**config.mk**
```make
export PLATFORM = sky130hd
export DESIGN_NAME = demux_bit_sequencer
export DESIGN_NICKNAME = d
export VERILOG_FILES = /design/src/rtl/demux_bit_sequencer.sv
export SDC_FILE = /design/constraint.sdc
export NUM_CORES = 1
export LEC_CHECK = 0
export ABC_AREA = 1
export BUFFER_PORTS_ARGS = -buffer_cell sky130_fd_sc_hd__buf_2
export CAP_MARGIN = 20
export CORE_UTILIZATION = 56
export DETAILED_ROUTE_END_ITERATION = 8
export PLACE_DENSITY = 0.79
export SYNTH_ARGS = -nofsm -noshare
export SYNTH_HDL_FRONTEND = slang
export SYNTH_SLANG_ARGS = --single-unit
```
**constraint.sdc**
```tcl
create_clock -name clk -period 1.5 [get_ports clk]
set_input_delay 0.075 -clock clk [delete_from_list [all_inputs] [get_ports clk]]
set_output_delay 0.075 -clock clk [all_outputs]
set_load 0.05 [all_outputs]
```
**src/rtl/demux_bit_sequencer.sv**
```systemverilog
// Scans a captured 8-bit word onto a 1-to-8 demux, one select index at a time,
// holding each index for DWELL enabled cycles, then pulses done for one cycle.
module demux_bit_sequencer #(
    parameter int DWELL     = 1,
    parameter bit MSB_FIRST = 1'b0
) (
    input  logic       clk,
    input  logic       rst_n,
    input  logic       load_valid,
    output logic       load_ready,
    input  logic [7:0] load_data,
    input  logic       enable,
    output logic       dmx_in,
    output logic [2:0] dmx_sel,
    output logic       bit_valid,
    output logic       busy,
    output logic       done
);

    generate
        if (DWELL < 1 || DWELL > 255) begin : g_bad_dwell
            $error("demux_bit_sequencer: DWELL must be in 1..255");
        end
    endgenerate

    localparam logic [2:0] START_IDX = MSB_FIRST ? 3'd7 : 3'd0;
    localparam logic [2:0] LAST_IDX  = MSB_FIRST ? 3'd0 : 3'd7;
    localparam logic [7:0] DW_LAST   = 8'(DWELL - 1);

    typedef enum logic [1:0] {IDLE, SCAN, DONE} state_t;

    state_t     state, state_n;
    logic [7:0] sreg, sreg_n;
    logic [2:0] idx, idx_n;
    logic [7:0] cnt, cnt_n;

    always_ff @(posedge clk or negedge rst_n) begin
        if (!rst_n) begin
            state <= IDLE;
            sreg  <= 8'h00;
            idx   <= START_IDX;
            cnt   <= 8'h00;
        end else begin
            state <= state_n;
            sreg  <= sreg_n;
            idx   <= idx_n;
            cnt   <= cnt_n;
        end
    end

    always_comb begin
        state_n = state;
        sreg_n  = sreg;
        idx_n   = idx;
        cnt_n   = cnt;
        unique case (state)
            IDLE: begin
                if (load_valid) begin
                    state_n = SCAN;
                    sreg_n  = load_data;
                    idx_n   = START_IDX;
                    cnt_n   = 8'h00;
                end
            end
            SCAN: begin
                if (enable) begin
                    if (cnt == DW_LAST) begin
                        cnt_n = 8'h00;
                        // The final index ends the scan rather than wrapping.
                        if (idx == LAST_IDX) state_n = DONE;
                        else                 idx_n   = MSB_FIRST ? idx - 3'd1 : idx + 3'd1;
                    end else begin
                        cnt_n = cnt + 8'd1;
                    end
                end
            end
            DONE: begin
                state_n = IDLE;
                idx_n   = START_IDX;
            end
            default: state_n = IDLE;
        endcase
    end

    // Outputs are decoded from registered state only.
    assign load_ready = (state == IDLE);
    assign bit_valid  = (state == SCAN);
    assign busy       = (state == SCAN) || (state == DONE);
    assign done       = (state == DONE);
    assign dmx_sel    = (state == SCAN) ? idx : 3'd0;
    assign dmx_in     = (state == SCAN) ? sreg[idx] : 1'b0;

endmodule

```
Yosys cells after proc, flatten, opt, wreduce, memory -nomap -nowiden. Index checks and enable logic that the tools add are counted.

Output and inout bits: 8. Bits in registers: 21.

Reductions and logical operators: 9. Add/sub/neg operators: 2. Equality and inequality tests: 8. Order comparisons: 1. Muxes and demuxes: 18.

Operators with widths (number): $mux 8 (3); $pmux 8 s2 (1); $mux 3 (5); $pmux 3 s3 (1); $add 8x1->8 const B (1); $logic_not 8->1 (1); $mux 2 (4); $ne 2x2->1 const B (3); $reduce_and 5->1 (1); $lt 3x4->1 const B (1); $ne 2x1->1 const B (2); $pmux 2 s2 (1); $reduce_and 4->1 (1); $add 3x1->3 const B (1); $bmux 1 s3 (1); $eq 3x3->1 const B (1); $reduce_and 3->1 (1); $reduce_bool 3->1 (1); $eq 2x1->1 const B (1); $eq 2x2->1 const B (1); $logic_not 2->1 (1); $mux 1 (2); $reduce_and 2->1 (1); $reduce_bool 2->1 (1); $logic_or 1x1->1 (1).

Longest topological paths before layout. Gate-level depths: netlist of run 1.

Depth after elaboration: 5. Gate-level depth with buffers: 9. Depth with buffers taken out: 9.

Least setup slack after synthesis of run 1. Ideal clock, no wire load.

Kind: register -> output. From: register state[1]. To: output port dmx_in. Cell stages (with the launch flop): 8. Arrival: 2065 ps. Data required time: 1425 ps. Slack: -640 ps. Cells stage by stage: dfrtp_1 > inv_1 > ha_1 > buf_6 > nand2_1 > inv_1 > nand3_1 > nand2_1.

Word-level cells in the longest chain between the ends: 2.

Ends and longest elaborated chain: start, declared (line 32) `state_t state, state_n;`; start signal, assigned (line 44) `state <= state_n;`; $eq 2x1->1; named net bit_valid (line 15) `output logic bit_valid,`; $mux 1 (line 91) `assign dmx_in = (state == SCAN) ? sreg[idx] : 1'b0;`; end, declared (line 13) `output logic dmx_in,`.

The timed path passes the listed nets, and every way through them passes these cells.

Worst setup path in the final report of run 1.
From: register idx[0]. To: output port dmx_in.

Word-level cells in the longest chain between the ends: 3.

Ends and longest elaborated chain: start, declared (line 34) `logic [2:0] idx, idx_n;`; start signal, assigned (line 46) `idx <= idx_n;`; $bmux 1 s3 (line 91); $mux 1 (not written as such) (line 91); $mux 1 (line 91).

Every way passes these cells. The select of a mux whose other input is x is not followed.

==> results.yml, run 1 <==
drt:
  detailedRoute.firstIterationViolations: 42
  drt_first_pass_iters: 4
  drt.antenna.violating_nets: 0
  final_wl_um: 3640
  avgRoutedWirePerCell_um: 16.32
  drcViolationCount: 0
  viasPerCell: 5.700
  num_vias: 1271
yosys:
  synth_warnings: 0
  synth.most_common_cell: "nand2_1"
  yosys_most_used_dff: "dfrtp_1"
  synthTopCellsByCount: "nand2_1 (42), dfrtp_1 (21), inv_1 (18)"
  ys_async_sr_fraction_pct: 100.0
  synth-edff-count: 0
  synth_top_area_cell: "dfrtp_1"
  postSynthRegisterBits: 21
  yosysUniqueCellTypes: 24
  synthesis.area_per_instance_sq_um: 8.503
  sequential_to_total_area_share_from_yosys_stat_pct: 39.36
  netlist_top_cells_area: "dfrtp_1 (39%), nand2_1 (12%), ha_1 (8.4%)"
  synth_area_sq_mm: 0.001335
  portion_of_synthesized_cell_area_occupied_by_the_leading_cell_type_pct: 39.36
  postSynthCellCount: 157
  synth.net_count: 178
final_layout:
  multi_input_comb_area_sq_um: 775.7
  areaGrowthSynthToFinish_pct: 30.55
  finalInstanceArea_sq_mm: 0.001743
  final.fill_count: 136
  drive_gt1_share_pct: 36.92
  layout.core_utilization_pct: 78.04
  num-nets-final: 217
  antennaDiodeCount: 0
  stdcell_count: 223
  final-seq-area_sq_um: 525.5
power_and_ir_drop:
  cellPowerDensity_mw_per_mm2: 1627
  clockPowerShare_pct: 10.3
  internal_power_mw: 1.464
  power.share.sequential_pct: 29.4
  p_leak_nw: 0.8882
  design_power_total_mw: 2.836
  ir_worst_vdd_mv: 1.303
  power.switching_mw: 1.372
  power.share.switching_pct: 48.36
  power_frac_comb_pct: 60.3
sta:
  tns_ns: -0.1446
  timing.clock.skew_ns: 0.005480
  postLayoutSetupSlackWorst_ns: -0.07008
  finalHoldViolations: 0
  final_min_period_over_clock_period_pct: 104.7
  timing.fmax_ghz: 0.6369
  setup_viol_count_final: 5
  period_minus_ws_final_ns: 1.570
  slew_headroom_pct: 68.30
  timing.hold.ws_ns: 0.2275
  grt_setup_unrepaired: "true"
  worstMarginPinSlew_ns: 0.4755
  finalMaxSlewViolations: 0
run_status:
  status: "finished, violations left"
  failed_checks: "negative setup slack"
setup_path:
  worstRegToRegCells: 7
  reg2reg_to: "idx[2]$_DFFE_PN0P_"
  cp-startpoint: "idx[0]$_DFFE_PN0P_"
  worstSetupStartpointType: "flip-flop"
  list_of_cells_traversed_by_the_critical_path: "buf_4 -> inv_2 -> nand2_1 -> nand3_1 -> nand3_2 -> nand2_4 -> buf_8"
  critPathCaptureType: "output port"
  critPathBufInv: 3
  critical_path.endpoint: "dmx_in"
  rr_startpoint: "idx[0]$_DFFE_PN0P_"
  crit_family: "flip-flops"
  timing_worst_setup_path_type: "reg2out"
  critical_path.max_fanout: 8
  max_stage_delay_ns: 0.42
  r2r_setup_slack_ns: -0.04
  worst-path-stages: 7
  cp.required_ns: 1.42
  critical-path-slowest-cell: "dfrtp_1"
  arrival_ns: 1.50
placement:
  post-place-cells: 203
  placement.io_buffers: 19
  place.gp.congestion: 0.8241
  placed_area_sq_mm: 0.001500
  pre_cts_slack_ns: 0.05811
  hpwl_reported_at_the_end_of_detailed_placement_um: 1981
floorplanning:
  die_w_um: 50.83
  core_region_area_sq_mm: 0.002233
  core.rowCount: 17
  design.portCount: 20
  die-area_sq_mm: 0.002583
  initial_core_util_pct: 59.78
  die_height_um: 50.83
worst_hold_path:
  worstHoldPathType: "in2async"
global_routing:
  grt_pass1_wl_um: 5175
  pin_count_of_the_biggest_net_entering_global_routing: 22
  globalRouteTotalUtil_pct: 27.81
  antenna_found_initial: 0
  vias_in_the_first_global_route: 1152
  globalRoute.totalOverflow: 0
cts:
  clk_pin_slew_ns: 0.13
  clock_insertion_delay_worst_skew_ns: 0.32
  clockRootBuffer: "clkbuf_4"
  cts_made_buffers: 3
  cts_htree_levels: 1
  buffers_from_clock_root_to_sink_at_most: 2
  cts_tree: "yes"
  tritoncts_num_sinks: 21
job:
  maxCapViolations: 0
[worst min-delay path by stage]
stage                     startpoint                   to  slack, ns
final                          rst_n   cnt[5]$_DFFE_PN0P_       0.23
after global routing      load_valid  sreg[1]$_DFFE_PN0P_       0.27
after CTS                      rst_n   cnt[5]$_DFFE_PN0P_       0.25
after detailed placement       rst_n   cnt[3]$_DFFE_PN0P_       0.05
after global placement         rst_n   cnt[2]$_DFFE_PN0P_       0.05
after floorplan                rst_n   cnt[0]$_DFFE_PN0P_      -0.22
[power groups by stage]
stage               Clock [mW]  Sequential (mW)  Combinational, mW
global placement             0            0.819               1.28
finish                   0.292            0.835               1.71
detailed placement           0            0.824               1.32
global route             0.314            0.840               1.80
CTS                      0.291            0.811               1.45
floorplan                    0            0.797               1.21
[registers in the layout (all words and copies together) (netlist names)]
name,count
sreg,8
cnt,8
idx,3
state,2
[what timing repair did]
action | in CTS | in global routing
resized for setup | 6 | 16
buffers inserted | 5 | 1
endpoints found under the setup margin | 5 | 18
hold endpoints to repair | 29 | 0
hold buffers | 9 | 0
gates cloned | 0 | 1
pin swaps | 3 | 7
[cell type report]
class | instances | share of cell area, %
Clock buffer | 3 | 1.292
Clock inverter | 1 | 0.2872
Inverter | 23 | 5.743
Multi-Input combinational cell | 110 | 44.51
Sequential cell | 21 | 30.15
Tap cell | 28 | 2.010
Timing Repair Buffer | 37 | 16.01
[per-layer routing]
| layer | part of all wire, % | vias to the layer above | track usage (%) |
|---|---|---|---|
| met4 | 4.3 | 0 | 12.04 |
| met3 | 5.2 | 20 | 3.571 |
| met2 | 55 | 66 | 50.22 |
| li1 | - | 584 | - |
| met5 | 0 | - | 0 |
| met1 | 36 | 601 | 32.94 |
[placed cells by master, fill, tap and decap left out, types with 3 or more instances in the layout]
cell	synthesis	final
nand3_1	10	6
nand2_2	2	3
inv_2	5	6
ha_1	9	6
clkbuf_4	0	6
clkinvlp_4	0	3
nor2_1	6	5
buf_4	0	10
inv_1	18	13
nand2_4	3	4
buf_2	2	13
nand2_1	42	40
nand3_2	1	4
dfrtp_1	21	21
dlygate4sd3_1	0	9
mux2_2	8	8
nand4_1	14	14
o21ai_1	5	5
[cells by family (layout without fill, tap and decap cells)]
| family | after synthesis | after routing | share of synthesized area [%] |
|---|---|---|---|
| DFF | 21 | 21 | 39.36 |
| adders and majority gates | 9 | 9 | 8.435 |
| buffers and inverters | 27 | 64 | 9.184 |
| and+or+nand+nor | 81 | 82 | 30.83 |
| muxes | 8 | 8 | 6.748 |
| AOI/OAI and AO/OA | 10 | 10 | 4.780 |
| xor gates and xnor gates | 1 | 1 | 0.6562 |
No activity file was read; power rests on OpenSTA's default activity.
==> run 2, diff against run 1 <==
clock period = 1.6 ns   (was 1.5 ns; I/O delays follow)
==> run 2 against run 1 <==
  * The flow now finishes without violations
  * Global-route usage down 0.74 points
  * Register-to-register slack better by 0.14 ns
  * Combinational power down 22%
  * Total power down 16%
  * Sequential share of layout area up 1.9 points
  * Cell area down 5.6%
  * Die area unchanged
  * Critical path type unchanged
  * Critical endpoint is now bit_valid
==> results.yml, run 2 (synthesized netlist as in run 1, its figures left out) <==
run_status:
  status: "finished clean"
sta:
  finalHoldViolations: 0
  worstMarginPinSlew_ns: 0.4706
  finalMaxSlewViolations: 0
  final_min_period_over_clock_period_pct: 95.90
  slew_headroom_pct: 68.63
  period_minus_ws_final_ns: 1.534
  timing.clock.skew_ns: 0.007967
  grt_setup_unrepaired: "false"
  timing.fmax_ghz: 0.6517
  setup_viol_count_final: 0
floorplanning:
  core.rowCount: 17
  die-area_sq_mm: 0.002583
  design.portCount: 20
  die_w_um: 50.83
  die_height_um: 50.83
  core_region_area_sq_mm: 0.002233
  initial_core_util_pct: 59.78
final_layout:
  final_common_cell: "nand2_1"
  antennaDiodeCount: 0
  final-seq-area_sq_um: 526.8
  final.fill_count: 164
  multi_input_comb_area_sq_um: 714.4
  areaGrowthSynthToFinish_pct: 23.24
  most-common-layout-cells: "nand2_1 (40), dfrtp_1 (20), buf_2 (18), inv_1 (14), nand4_1 (14)"
  largest_registers: "cnt x8, sreg x8, idx x3"
  num-nets-final: 214
  drive_gt1_share_pct: 32.29
  stdcell_count: 220
cts:
  buffers_from_clock_root_to_sink_at_most: 2
  clk_pin_slew_ns: 0.12
  clockRootBuffer: "clkbuf_4"
  cts_tree: "yes"
  cts_htree_levels: 1
  cts_made_buffers: 3
  clock_insertion_delay_worst_skew_ns: 0.32
  tritoncts_num_sinks: 21
global_routing:
  globalRouteTotalUtil_pct: 27.07
  global_route.usage.met1_pct: 29.90
  grt_pass1_wl_um: 5119
  antenna_found_initial: 0
  vias_in_the_first_global_route: 1180
  pin_count_of_the_biggest_net_entering_global_routing: 22
  met3_track_demand_over_resource_in_global_routing_pct: 5.060
  grtUsageMet2_pct: 49.78
  globalRoute.totalOverflow: 0
  global_route.peak_usage_layer: "met2"
placement:
  hpwl_reported_at_the_end_of_detailed_placement_um: 2064
  placement.io_buffers: 19
  post-place-cells: 202
  place.gp.congestion: 0.8778
worst_hold_path:
  worstHoldPathType: "in2async"
drt:
  num_vias: 1191
  drcViolationCount: 0
  final_wl_um: 3102
  avgRoutedWirePerCell_um: 14.10
  viasPerCell: 5.414
  drt_first_pass_iters: 4
  drt.antenna.violating_nets: 0
  detailedRoute.firstIterationViolations: 29
setup_path:
  arrival_ns: 1.45
  list_of_cells_traversed_by_the_critical_path: "inv_2 -> ha_4 -> buf_4 -> buf_2"
  critical_path.max_fanout: 6
  critical-path-slowest-cell: "dfrtp_1"
  max_stage_delay_ns: 0.41
  timing_worst_setup_path_type: "reg2out"
  critPathCaptureType: "output port"
  worstSetupStartpointType: "flip-flop"
  cp.required_ns: 1.52
power_and_ir_drop:
  ir_worst_vdd_mv: 1.337
  design_power_total_mw: 2.380
  cellPowerDensity_mw_per_mm2: 1446
  p_leak_nw: 0.8735
job:
  maxCapViolations: 0
## run 2: routing by layer
metal / vias to the layer above / wire [um] / share of wire, %
li1: 582 / - / -
met1: 564 / 1243 / 40
met2: 39 / 1678 / 54
met3: 6 / 132 / 4.3
met4: 0 / 47 / 1.5
met5: - / 0 / 0
## run 2: critical path, delay by kind of cell, from the launching register on
kind                       cells  cell delay, ns
buffers and inverters          3            0.56
adders and majority gates      1            0.18
DFF                            1            0.41
## run 2: final timing paths
path | start | to | slack, ns | cells after the start
max in group asynchronous | rst_n | state[0]$_DFFE_PN0P_ | 1.01 | 2
min in group clk | load_valid | sreg[6]$_DFFE_PN0P_ | 0.26 | 3
worst min register to register | sreg[1]$_DFFE_PN0P_ | sreg[1]$_DFFE_PN0P_ | 0.52 | 1
worst min-delay path | rst_n | cnt[3]$_DFFE_PN0P_ | 0.23 | 2
worst max register to register | state[0]$_DFFE_PN0P_ | state[1]$_DFFE_PN0P_ | 0.10 | 8
worst max-delay path | state[1]$_DFFE_PN0P_ | bit_valid | 0.07 | 4
## run 2: where the power goes
| group | internal (mW) | switching, mW | total, mW |
|---|---|---|---|
| clock network | 0.0937 | 0.174 | 0.267 |
| registers | 0.671 | 0.107 | 0.778 |
| logic | 0.479 | 0.855 | 1.33 |
| total | 1.24 | 1.14 | 2.38 |
## run 2: per-stage QoR
step	util (%)	area, sq um	hold slack [ns]	TNS [ns]	worst slack (ns)
after floorplan	-	1360	-0.2156	-0.05972	-0.05972
after global routing	73.67	1645	0.2799	0	0.01157
final	73.67	1645	0.2299	0	0.06565
after CTS	70.98	1585	0.003804	0	0.01607
after detailed placement	65.77	1469	0.06144	0	0.09391
after global placement	65.77	1469	0.05619	0	0.1855
## run 2: final cells by class
class | instances | area share [%]
Clock buffer | 3 | 1.369
Clock inverter | 1 | 0.3042
Inverter | 23 | 5.703
Multi-Input combinational cell | 109 | 43.42
Sequential cell | 21 | 32.02
Tap cell | 28 | 2.129
Timing Repair Buffer | 35 | 15.06
## run 2: repair_timing
| item | in CTS | in global routing |
|---|---|---|
| endpoints found under the hold margin | 27 | 2 |
| buffers inserted | 2 | 3 |
| gates cloned | 0 | 0 |
| hold buffers | 7 | 2 |
| endpoints found under the setup margin | 4 | 2 |
| resized for setup | 3 | 5 |
==> run 3, diff against run 2 <==
BUFFER_PORTS_ARGS = -buffer_cell sky130_fd_sc_hd__clkbuf_2   (was -buffer_cell sky130_fd_sc_hd__buf_2)
==> run 3 against run 2 <==
  * The run now ends with negative setup slack left
  * Clock-buffer cell count unchanged
  * Sequential share of layout area shrank 0.24 points
  * Register-to-register slack got worse by 0.06 ns
  * Critical path depth rose by 3
  * Total power up 1.8%
  * Sequential cell count unchanged
  * Non-clock buffer count is 1 higher
  * Combinational power grew 4%
  * Final cell count up 0.45%
  * Worst setup slack lost 0.086 ns
  * Clock skew shrank 0.00086 ns
  * Critical path type unchanged
  * Critical endpoint is now dmx_in
  * Largest cell class unchanged
==> results.yml, run 3 (synthesized netlist as in run 1, its figures left out) <==
run_status:
  status: "finished, violations left"
  failed_checks: "negative setup slack"
final_layout:
  drive_gt1_share_pct: 33.16
  most-common-layout-cells: "nand2_1 (40), dfrtp_1 (20), clkbuf_2 (16), nand4_1 (14), inv_1 (13)"
  largest_registers: "cnt x8, sreg x8, idx x3"
  final_common_cell: "nand2_1"
  antennaDiodeCount: 0
  areaGrowthSynthToFinish_pct: 24.18
  num-nets-final: 215
sta:
  finalHoldViolations: 0
  final_min_period_over_clock_period_pct: 101.3
  setup_viol_count_final: 1
  timing.clock.skew_ns: 0.007107
  period_minus_ws_final_ns: 1.620
  finalMaxSlewViolations: 0
  postLayoutSetupSlackWorst_ns: -0.02049
  grt_setup_unrepaired: "true"
  slew_headroom_pct: 66.77
  timing.hold.ws_ns: 0.2444
  timing.fmax_ghz: 0.6171
  worstMarginPinSlew_ns: 0.4984
global_routing:
  pin_count_of_the_biggest_net_entering_global_routing: 22
  global_route.peak_usage_layer: "met2"
  globalRouteTotalUtil_pct: 26.71
  grtUsageMet2_pct: 52.89
  vias_in_the_first_global_route: 1220
  global_route.usage.met1_pct: 28.60
  met3_track_demand_over_resource_in_global_routing_pct: 3.869
  globalRoute.totalOverflow: 0
  grt_pass1_wl_um: 5057
  antenna_found_initial: 0
drt:
  avgRoutedWirePerCell_um: 13.99
  num_vias: 1173
  detailedRoute.firstIterationViolations: 31
  viasPerCell: 5.308
  drt.antenna.violating_nets: 0
  final_wl_um: 3092
  drt_first_pass_iters: 5
  drcViolationCount: 0
setup_path:
  worstSetupStartpointType: "flip-flop"
  critPathCaptureType: "output port"
  rr_startpoint: "idx[0]$_DFFE_PN0P_"
  critical_path.max_fanout: 6
  list_of_cells_traversed_by_the_critical_path: "inv_2 -> ha_4 -> nand2_1 -> clkinvlp_4 -> nand3_1 -> nand2_2 -> buf_8"
  r2r_setup_slack_ns: 0.04
  critical-path-slowest-cell: "dfrtp_1"
  reg2reg_to: "state[0]$_DFFE_PN0P_"
  timing_worst_setup_path_type: "reg2out"
  cp.required_ns: 1.52
  worstRegToRegCells: 7
  arrival_ns: 1.54
  max_stage_delay_ns: 0.41
cts:
  buffers_from_clock_root_to_sink_at_most: 2
  cts_htree_levels: 1
  clk_pin_slew_ns: 0.13
  tritoncts_num_sinks: 21
  clock_insertion_delay_worst_skew_ns: 0.31
  clockRootBuffer: "clkbuf_4"
  cts_made_buffers: 3
  cts_tree: "yes"
placement:
  placement.io_buffers: 19
  place.gp.congestion: 0.8238
  hpwl_reported_at_the_end_of_detailed_placement_um: 2165
floorplanning:
  initial_core_util_pct: 59.78
  core.rowCount: 17
  core_region_area_sq_mm: 0.002233
  design.portCount: 20
  die_w_um: 50.83
  die-area_sq_mm: 0.002583
  die_height_um: 50.83
worst_hold_path:
  worstHoldPathType: "in2async"
power_and_ir_drop:
  design_power_total_mw: 2.422
  p_leak_nw: 0.8807
  ir_worst_vdd_mv: 1.314
  cellPowerDensity_mw_per_mm2: 1461
job:
  maxCapViolations: 0
-- run 3: final cells by class --
cell class                 instances  area, sq um
timing repair buffer              36        260.3
tap                               28        35.03
fill                             167        575.6
clock inverter                     1        5.005
multi-input combinational        109        714.4
sequential                        21        526.8
inverter                          23        93.84
clock buffer                       3        22.52
-- run 3: routing by layer --
metal | part of all wire, % | vias to the layer above
met2 | 54 | 21
met1 | 42 | 559
met5 | 0 | -
li1 | - | 587
met3 | 2.0 | 6
met4 | 1.1 | 0
-- run 3: worst max path at each step --
stage	startpoint	endpoint	slack, ns
floorplan	state[1]$_DFFE_PN0P_	dmx_in	-0.06
global placement	state[1]$_DFFE_PN0P_	dmx_in	0.18
detailed placement	state[0]$_DFFE_PN0P_	cnt[6]$_DFFE_PN0P_	0.11
CTS	state[0]$_DFFE_PN0P_	dmx_sel[0]	0.003
global route	state[1]$_DFFE_PN0P_	dmx_in	-0.08
finish	state[1]$_DFFE_PN0P_	dmx_in	-0.02
-- run 3: critical path, delay by kind of cell (launching register included) --
kind                       cells  cell delay (ns)
DFF                            1             0.41
buffers and inverters          3             0.35
and+or+nand+nor                3             0.28
adders and majority gates      1             0.19
-- run 3: report_power, final --
part,switching (mW),total (mW),internal (mW)
Combinational,0.869,1.38,0.509
Sequential,0.106,0.777,0.671
Clock,0.173,0.267,0.0935
-- run 3: metrics by stage --
| stage | TNS (ns) | worst slack (ns) | cell area (sq um) | util, % | std cells |
|---|---|---|---|---|---|
| 2_1_floorplan | -0.05972 | -0.05972 | 1360 | - | 157 |
| 3_3_place_gp | 0 | 0.1780 | 1476 | 66.11 | 203 |
| 3_5_place_dp | 0 | 0.1108 | 1476 | 66.11 | 203 |
| 4_1_cts | 0 | 0.002626 | 1610 | 72.10 | 217 |
| 5_1_grt | -0.1682 | -0.07795 | 1658 | 74.23 | 221 |
| 6_report | -0.02049 | -0.02049 | 1658 | 74.23 | 221 |
-- run 3: timing repair --
action                                  in CTS  in global routing
resized for setup                            5                  8
hold endpoints to repair                    27                  2
hold buffers                                 7                  2
buffers inserted                             3                  2
endpoints found under the setup margin       4                  6
